`src/rtl/tile_palette_ram.sv`:
```
// Double-buffered RGB palette: lookups read the active bank, writes fill the shadow bank.
// Banks swap at a frame boundary; reset re-initialises both banks to DEFAULT_COLOR.
module tile_palette_ram #(
  parameter int                   INDEX_W       = 5,
  parameter int                   COLOR_W       = 4,
  parameter logic [3*COLOR_W-1:0] DEFAULT_COLOR = 12'h48E,
  parameter int                   TRANSP_EN     = 1,
  parameter int                   TRANSP_INDEX  = 0
) (
  input  logic                   Clk,
  input  logic                   Reset_n,
  input  logic                   pix_valid_i,
  input  logic [INDEX_W-1:0]     pix_index_i,
  output logic [COLOR_W-1:0]     red,
  output logic [COLOR_W-1:0]     green,
  output logic [COLOR_W-1:0]     blue,
  output logic                   pix_valid_o,
  output logic                   pix_transp_o,
  input  logic                   wr_valid,
  output logic                   wr_ready,
  input  logic [INDEX_W-1:0]     wr_addr,
  input  logic [3*COLOR_W-1:0]   wr_data,
  input  logic                   swap_req,
  input  logic                   frame_start,
  output logic                   swap_pending,
  output logic                   init_busy
);

  localparam int DEPTH = 2**INDEX_W;
  localparam int EW    = 3*COLOR_W;
  localparam logic [INDEX_W-1:0] LAST = INDEX_W'(DEPTH-1);
  localparam logic [INDEX_W-1:0] TIDX = INDEX_W'(TRANSP_INDEX);

  typedef enum logic {
    IDLE = 1'b0,
    INIT = 1'b1
  } state_e;

  state_e               state_q, state_d;
  logic [INDEX_W-1:0]   init_addr_q, init_addr_d;
  logic                 bank_q, bank_d;
  logic                 pend_q, pend_d;
  logic                 swap_apply;

  logic                 s1_valid_q, s1_valid_d;
  logic [INDEX_W-1:0]   s1_index_q, s1_index_d;
  logic                 s1_bank_q, s1_bank_d;
  logic                 s1_init_q, s1_init_d;

  logic                 s2_valid_q, s2_valid_d;
  logic [EW-1:0]        s2_color_q, s2_color_d;
  logic                 s2_transp_q, s2_transp_d;

  logic                 vo_q, vo_d;
  logic [EW-1:0]        color_q, color_d;
  logic                 transp_q, transp_d;

  logic [EW-1:0]        mem_q [0:1][0:DEPTH-1];

  assign init_busy = (state_q == INIT);
  assign wr_ready  = !init_busy;

  always_comb begin
    state_d     = state_q;
    init_addr_d = init_addr_q;
    bank_d      = bank_q;
    pend_d      = pend_q;
    swap_apply  = 1'b0;
    if (state_q == INIT) begin
      init_addr_d = init_addr_q + INDEX_W'(1);
      if (init_addr_q == LAST) begin
        state_d = IDLE;
      end
    end
    swap_apply = frame_start && pend_q && !init_busy;
    if (swap_apply) begin
      bank_d = ~bank_q;
    end
    // A fresh request wins over a clear, so a same-cycle request waits a frame
    if (swap_req) begin
      pend_d = 1'b1;
    end else if (swap_apply) begin
      pend_d = 1'b0;
    end
  end

  always_comb begin
    s1_valid_d  = pix_valid_i;
    s1_index_d  = pix_index_i;
    s1_bank_d   = bank_d;
    s1_init_d   = init_busy;
    s2_valid_d  = s1_valid_q;
    s2_color_d  = mem_q[s1_bank_q][s1_index_q];
    if (s1_init_q) begin
      s2_color_d = DEFAULT_COLOR;
    end
    s2_transp_d = (TRANSP_EN != 0) && (s1_index_q == TIDX);
    vo_d        = s2_valid_q;
    color_d     = color_q;
    transp_d    = transp_q;
    if (s2_valid_q) begin
      color_d  = s2_color_q;
      transp_d = s2_transp_q;
    end
  end

  always_ff @(posedge Clk) begin
    if (!Reset_n) begin
      state_q     <= INIT;
      init_addr_q <= '0;
      bank_q      <= 1'b0;
      pend_q      <= 1'b0;
      s1_valid_q  <= 1'b0;
      s1_index_q  <= '0;
      s1_bank_q   <= 1'b0;
      s1_init_q   <= 1'b0;
      s2_valid_q  <= 1'b0;
      s2_color_q  <= DEFAULT_COLOR;
      s2_transp_q <= 1'b0;
      vo_q        <= 1'b0;
      color_q     <= DEFAULT_COLOR;
      transp_q    <= 1'b0;
    end else begin
      state_q     <= state_d;
      init_addr_q <= init_addr_d;
      bank_q      <= bank_d;
      pend_q      <= pend_d;
      s1_valid_q  <= s1_valid_d;
      s1_index_q  <= s1_index_d;
      s1_bank_q   <= s1_bank_d;
      s1_init_q   <= s1_init_d;
      s2_valid_q  <= s2_valid_d;
      s2_color_q  <= s2_color_d;
      s2_transp_q <= s2_transp_d;
      vo_q        <= vo_d;
      color_q     <= color_d;
      transp_q    <= transp_d;
    end
  end

  // Writes target the pre-swap shadow bank, i.e. the bank about to go active
  always_ff @(posedge Clk) begin
    if (init_busy) begin
      mem_q[0][init_addr_q] <= DEFAULT_COLOR;
      mem_q[1][init_addr_q] <= DEFAULT_COLOR;
    end else if (Reset_n && wr_valid) begin
      mem_q[~bank_q][wr_addr] <= wr_data;
    end
  end

  assign red          = color_q[EW-1 -: COLOR_W];
  assign green        = color_q[2*COLOR_W-1 -: COLOR_W];
  assign blue         = color_q[COLOR_W-1:0];
  assign pix_valid_o  = vo_q;
  assign pix_transp_o = transp_q;
  assign swap_pending = pend_q;

endmodule

```
`config.mk`:
```
export PLATFORM = sky130hd
export DESIGN_NAME = tile_palette_ram
export DESIGN_NICKNAME = d
export VERILOG_FILES = /design/src/rtl/tile_palette_ram.sv
export SDC_FILE = /design/constraint.sdc
export NUM_CORES = 1
export LEC_CHECK = 0
export ABC_AREA = 0
export ABC_CLOCK_PERIOD_IN_PS = 6060
export CAP_MARGIN = 20
export CORE_MARGIN = 5
export CORE_UTILIZATION = 50
export CTS_CLUSTER_SIZE = 28
export DETAILED_ROUTE_END_ITERATION = 7
export PLACE_DENSITY_LB_ADDON = 0.2
export SETUP_SLACK_MARGIN = 0.2
export SYNTH_ARGS = -nofsm -noshare
export SYNTH_HDL_FRONTEND = slang
export SYNTH_SLANG_ARGS = --single-unit
```
`constraint.sdc`:
```
create_clock -name Clk -period 6.06 [get_ports Clk]
set_input_delay 1.818 -clock Clk [delete_from_list [all_inputs] [get_ports Clk]]
set_output_delay 1.818 -clock Clk [all_outputs]
set_load 0.03 [all_outputs]
```
After elaboration in Yosys (flattened, before gate mapping). Memory sizes are Yosys's and may differ from the RTL's. A register that Yosys moved wholly into a read port is not among the register bits. Cells that the tools add are included.

Output and inout port bits: 17. Logic and storage cells: 57. Memories: 1. Memory bits (writable): 768. Register bits after elaboration: 43.

Memory list: mem_q (depth 2, width 384, rd ports 1, clocked after memory_dff 1, wr ports 2, line 58) `logic [EW-1:0] mem_q [0:1][0:DEPTH-1];`.

Bitwise operators: 5. Multiplexer cells: 21. Equality and inequality tests: 1. $add $sub $neg: 1. Reductions and logical operators: 10. Order comparisons: 5.

Operators with widths (count): $mux W384 (4); $reduce_or A384 Y1 (1); $demux W12 S5 (2); $bmux W12 S5 (1); $mux W12 (4); $ge A6 B6 Y1 const B (3); $not A5 Y6 (3); $lt A6 B1 Y1 const B (2); $mux W1 (10); $add A5 B1 Y5 const B (1); $eq A5 B5 Y1 const B (1); $logic_and A1 B1 Y1 (5); $logic_not A5 Y1 (1); $not A1 Y1 (2); $reduce_bool A2 Y1 (1); $reduce_or A2 Y1 (1); $logic_not A1 Y1 (1).

Longest topological paths before layout.
Word-level depth: 8. Gate-level depth with buffers: 9. Mapped depth without buffers: 6.

Worst setup path before layout. Ideal clock, no wire load.

Path type: input to register. Start point: in Reset_n. End point: mem mem_q[1][24] (netlist bit), enable pin. Stages: 5. Data required time: 5.681 ns. Arrival time: 3.090 ns. Setup slack: 2.590 ns. Cells stage by stage: buf_2 > nand4b_1 > nor3_2 > nand2_1 > o21ai_1.

RTL lines: from (decl) (line 11) `input logic Reset_n,`; to (decl) (line 58).

==> flow_summary.toml <==
[run_status]
status = "complete, no violations"

[timing]
tightest_slew_ns = 1.129
max_slew_margin_pct = 24.57
min_period_ns = 4.240
rsz0062_at_grt = "false"
fmax_mhz = 235.8
fin_skew_ns = 0.01796
tns_ns = 0
period_share_pct = 69.97
holdWs_ns = 0.4368
finalHoldViolations = 0
maxSlewViolCount = 0
setup_viol = 0

[synthesis]
yosys.area_share.simple_pct = 12.77
syn_nets = 2693
synth_compound_area_share_pct = 11.17
syn-mean-instance-area_um2 = 13.16
synthMuxAreaShare_pct = 12.77
synth-seq-area-share_pct = 59.23
synth-xor-area-share_pct = 0.1001
synth_cells = 2660
synth_area_um2 = 35010
ys_types = 62
synth_ff_type = "edfxtp_1"
synth_top_family_by_area = "simple AND/OR/NAND/NOR gates"
synthAdderAreaFrac_pct = 0.1787
synth-seq-cells = 812
synth-edff-count = 448
synth_warnings = 0
async_flop_share_pct = 0

[placement]
place_congestion = 0.8897
hpwl_um = 64280
place.port_buffers = 44
dp_cells = 3424

[clocking]
tritoncts = "built"
cts-root-buf = "clkbuf_16"
cts_hold_buf = 0
clockBufferDepth = 3
htree_levels = 3
cts_resized = 0
post_cts_buffers = 0
cts_sinks = 812
cts_buffers = 82
clk_latency_ns = 0.64
clk_pin_slew_worst_paths_ns = 0.06

[die]
rows = 97
start_util_pct = 50.17
die_width_um = 274.6
die_y_um = 274.6
io_pins = 45
core_um2 = 69790
fp.dieArea_um2 = 75420

[critical_path]
reg2regPathDepth = 7
crit_fanout = 38
path_class = "input pin to flip-flop"
start_kind = "input pin"
end_kind = "flip-flop"
crit_arrival_ns = 4.51
worstPathRequired_ns = 6.33

[power_and_ir_drop]
leakagePower_nw = 14.20
max-vdd-ir-drop_mv = 0.2124
powerDensity_nw_per_um2 = 293.6

[grt]
grt_max_degree = 66
grt_usage_pct = 27.31
grt-ovfl-total = 0
grt_pass1_vias = 22820
grt_pass1_wl_um = 153500
antenna_found_initial = 2

[detailed_routing]
avgRoutedWirePerCell_um = 29.21
ant_nets = 0
dr_total_vias = 23420
viasPerCell = 6.546
initialDrtViolationCount = 2879
drc = 0
wirelength_um = 104500
drt_pass1_iterations = 5

[layout]
instances_no_fill = 3578
final_cell_mix = "and3_1, edfxtp_1, dfxtp_1, o22a_1, nand2_1"
area_growth_pct = 10.41
drive_above_1_share_pct = 14.45
nets = 2602
fillers = 5651
final_common_cell = "and3_1"

[job]
maxCapViolations = 0

[min_path]
min_path_type = "flip-flop to flip-flop"
min_path_cells = 1
state kept, by name, summed over array words and instances, names as in the netlist, 5 cells and up, named ones only:
register	flops
mem_q	768
s1_index_q	5
color_q	12
init_addr_q	5
s2_color_q	12
per-layer routing:
metal  global-route usage, %  part of all wire (%)
met1                   38.31                    40
met2                   43.56                    47
met3                   4.291                   9.1
met4                   9.837                   3.8
met5                       0                     0
power breakdown:
| group | leakage [nW] | internal [mW] | switching, mW |
|---|---|---|---|
| sequential | 7.06 | 5.80 | 0.0351 |
| clock | 1.30 | 2.89 | 2.13 |
| combinational | 5.84 | 0.124 | 0.372 |
| total | 14.2 | 8.82 | 2.53 |
metrics by stage:
step	utilization (%)	setup WS, ns	power (mW)	area (um2)
floorplan	-	2.590	6.212	35010
CTS	55.38	1.863	11.39	38650
detailed placement	51.59	1.184	6.439	36000
global route	55.39	1.687	11.64	38660
finish	55.40	1.820	11.35	38660
global placement	51.56	1.212	6.428	35980
synthesized netlist by cell type (all sizes together), types with 4 or more instances:
| master | instances | share of area [%] |
|---|---|---|
| and3 | 451 | 8.1 |
| edfxtp | 448 | 38 |
| dfxtp | 364 | 21 |
| o22a | 280 | 7.0 |
| clkbuf | 211 | 2.3 |
| nand2 | 194 | 2.1 |
| mux4 | 151 | 9.8 |
| mux2i | 101 | 2.9 |
| buf | 75 | 1.5 |
| nor2 | 60 | 0.65 |
| o21ai | 49 | 0.72 |
| a22oi | 32 | 0.69 |
| a211oi | 28 | 0.60 |
| a21oi | 28 | 0.40 |
| a22o | 22 | 0.55 |
| o22ai | 22 | 0.39 |
| and2 | 19 | 0.34 |
| nor2b | 18 | 0.32 |
| o221ai | 18 | 0.45 |
| nand3 | 12 | 0.19 |
| nor3 | 8 | 0.17 |
| or2 | 7 | 0.13 |
| nor3b | 6 | 0.17 |
| ha | 5 | 0.18 |
| a211o | 4 | 0.10 |
| and3b | 4 | 0.10 |
| mux2 | 4 | 0.13 |
| or3b | 4 | 0.10 |
cell type report:
cell class	instances	area, um2	share of cell area [%]
well taps	940	1176	3.042
clock buffers	117	2406	6.224
diodes	1	2.502	0.006473
repair buffers	111	1040	2.690
clock inverters	35	244.0	0.6311
inverters	3	11.26	0.02913
flip-flops and latches	812	20750	53.68
multi-input cells	1559	13030	33.70
worst max-delay path, cell delays in order:
cell,delay (ns)
clkdlybuf4s50_1,0.45
buf_4,0.37
nand4_1,0.29
nor2_4,0.63
nand2_1,0.37
nand2_1,0.56
path summary, 6_finish.rpt:
kind | from | end | slack, ns
worst max-delay path | Reset_n | mem_q[0][248] | 1.82
worst min-delay path | s1_valid_q | s2_valid_q | 0.44
worst max register to register | s1_index_q[1] | s2_color_q[11] | 2.66
worst min register to register | s1_valid_q | s2_valid_q | 0.44
cells by family (layout without fill, tap and decap cells):
| kind of cell | after synthesis | count (layout) |
|---|---|---|
| DFF | 812 | 812 |
| and+or+nand+nor | 800 | 800 |
| AOI/OAI and AO/OA | 494 | 494 |
| buffers and inverters | 289 | 266 |
| muxes | 256 | 256 |
| adders and majority gates | 5 | 5 |
| xor gates and xnor gates | 4 | 4 |
| other | 0 | 1 |
No activity file was read; power rests on OpenSTA's default activity.
==> edit (same flow settings) <==
Set the parameter `TRANSP_EN` to 0 (it was 1).
--- a/src/rtl/tile_palette_ram.sv
+++ b/src/rtl/tile_palette_ram.sv
@@ -5,5 +5,5 @@
   parameter int                   COLOR_W       = 4,
   parameter logic [3*COLOR_W-1:0] DEFAULT_COLOR = 12'h48E,
-  parameter int                   TRANSP_EN     = 1,
+  parameter int                   TRANSP_EN     = 0,
   parameter int                   TRANSP_INDEX  = 0
 ) (
Behaviour: not the same (a bounded check fails within 4 cycles, from zero or initial values and one cycle with Reset_n low).
==> edit against the unedited design <==
Via count shrank 2.0%; power grew 2.5%; worst setup slack worse by 84 ps; synthesized area decreased by 0.40%; sequential cell count is 2 lower; cell count fell by 1.6%; routed wire length decreased by 2.0%; critical path depth did not move; first-iteration DRC count fell by 4.6%; final area is 0.56% higher; clock power rose by 6.2%; sequential power about the same; critical endpoint is now mem_q[0][344].
==> edit: results (changes against the unedited design) <==
* Total Wirelength at 102,000 um (-2.0%)
* Antenna Cells at 0 (-1)
* CP max stage cell: sky130_fd_sc_hd__clkdlybuf4s50_1
* Worst skew pair latency at 660 ps (+20 ps)
* Share of the synthesized area in compound gates (AO/OA/AOI/OAI) at 0.0893 (-0.0224)
* Number of antenna violations at the first check in global routing at 4 (+2)
* Highest routing layer actually used: met5
* Average wire length per cell after detail routing at 29.1 um (-0.42%)
* Switching part of the total at 0.223 (about the same)
* Post-detailed-placement half-perimeter wirelength at 64,300 um (about the same)
* Met2 demand-to-capacity share in global routing at 0.421 (-0.0147)
* Outcome: completed
* Delay contributed by the slowest stage of the critical path at 720 ps (+90 ps)
* Fraction of met1 tracks used by global routing at 0.380 (-0.00309)
* Register-to-register setup slack at 2790 ps (+130 ps)
* Largest fanout of any net on the critical path at 25 (-34%)
* Fin Hold WS at 453 ps (+16.4 ps)
* Post-place instance area at 35,900 um^2 (-0.19%)
* XOR/XNOR share of the synthesized area at 0.00100 (+0.00000398)
* Sequential share of power at 0.501 (-0.013)
* Data arrival time of the critical path at 4590 ps (+80 ps)
* Number of fillers in the final layout at 5,527 (-2.2%)
* First-pass GRT wire length at 151,000 um (-1.6%)
* Number of buffers added on ports at 43 (-2.3%)
* Largest cells by area after synthesis: sky130_fd_sc_hd__edfxtp_1 39%, sky130_fd_sc_hd__dfxtp_1 21%, sky130_fd_sc_hd__mux4_2 13%
* Mux cell area share after synthesis at 0.149 (+0.0210)
* Worst rel slew slack at 0.253 (+0.00767)
* Clock group at 5330 uW (+6.2%)
* Post-route standard cell area excluding fillers at 38,900 um^2 (+0.56%)
* Pin count of the biggest net entering global routing at 68 (+3.0%)
* Clock power frac at 0.458 (+0.016)
* Sum of met2 wire segment lengths after detailed routing at 47,800 um (-2.4%)
* Met1 wire length at 41,400 um (-1.8%)
* Global-route total usage across every layer at 0.270 (-0.00308)
* Area share of fa/ha/maj cells after synthesis at 0.00179 (+0.00000712)
[edit: changes by cell type after synthesis, sizes merged, moves of 14 or more]
| cell | before | now |
|---|---|---|
| a22o | 22 | 0 |
| o221ai | 18 | 0 |
| mux4 | 151 | 207 |
| o22ai | 22 | 3 |
| a211oi | 28 | 1 |
| nand2 | 194 | 219 |
| nand3 | 12 | 28 |
| a22oi | 32 | 18 |
| mux2i | 101 | 49 |
| buf | 75 | 60 |
[edit: worst paths after layout]
| path | depth (start not counted) | startpoint | end |
|---|---|---|---|
| worst max-delay path | 6 | Reset_n | mem_q[0][344] |
| worst min-delay path | 2 | s2_color_q[10] | color_q[10] |
| worst max register to register | 5 | s1_index_q[0] | s2_color_q[5] |
| worst min register to register | 2 | s2_color_q[10] | color_q[10] |
[edit: cell type report]
type	count	area share
sequential	810	0.533
multi-input combinational	1500	0.337
clock buffer	121	0.0635
tap	931	0.0300
timing repair buffer	114	0.0262
clock inverter	39	0.0104
inverter	6	0.000579
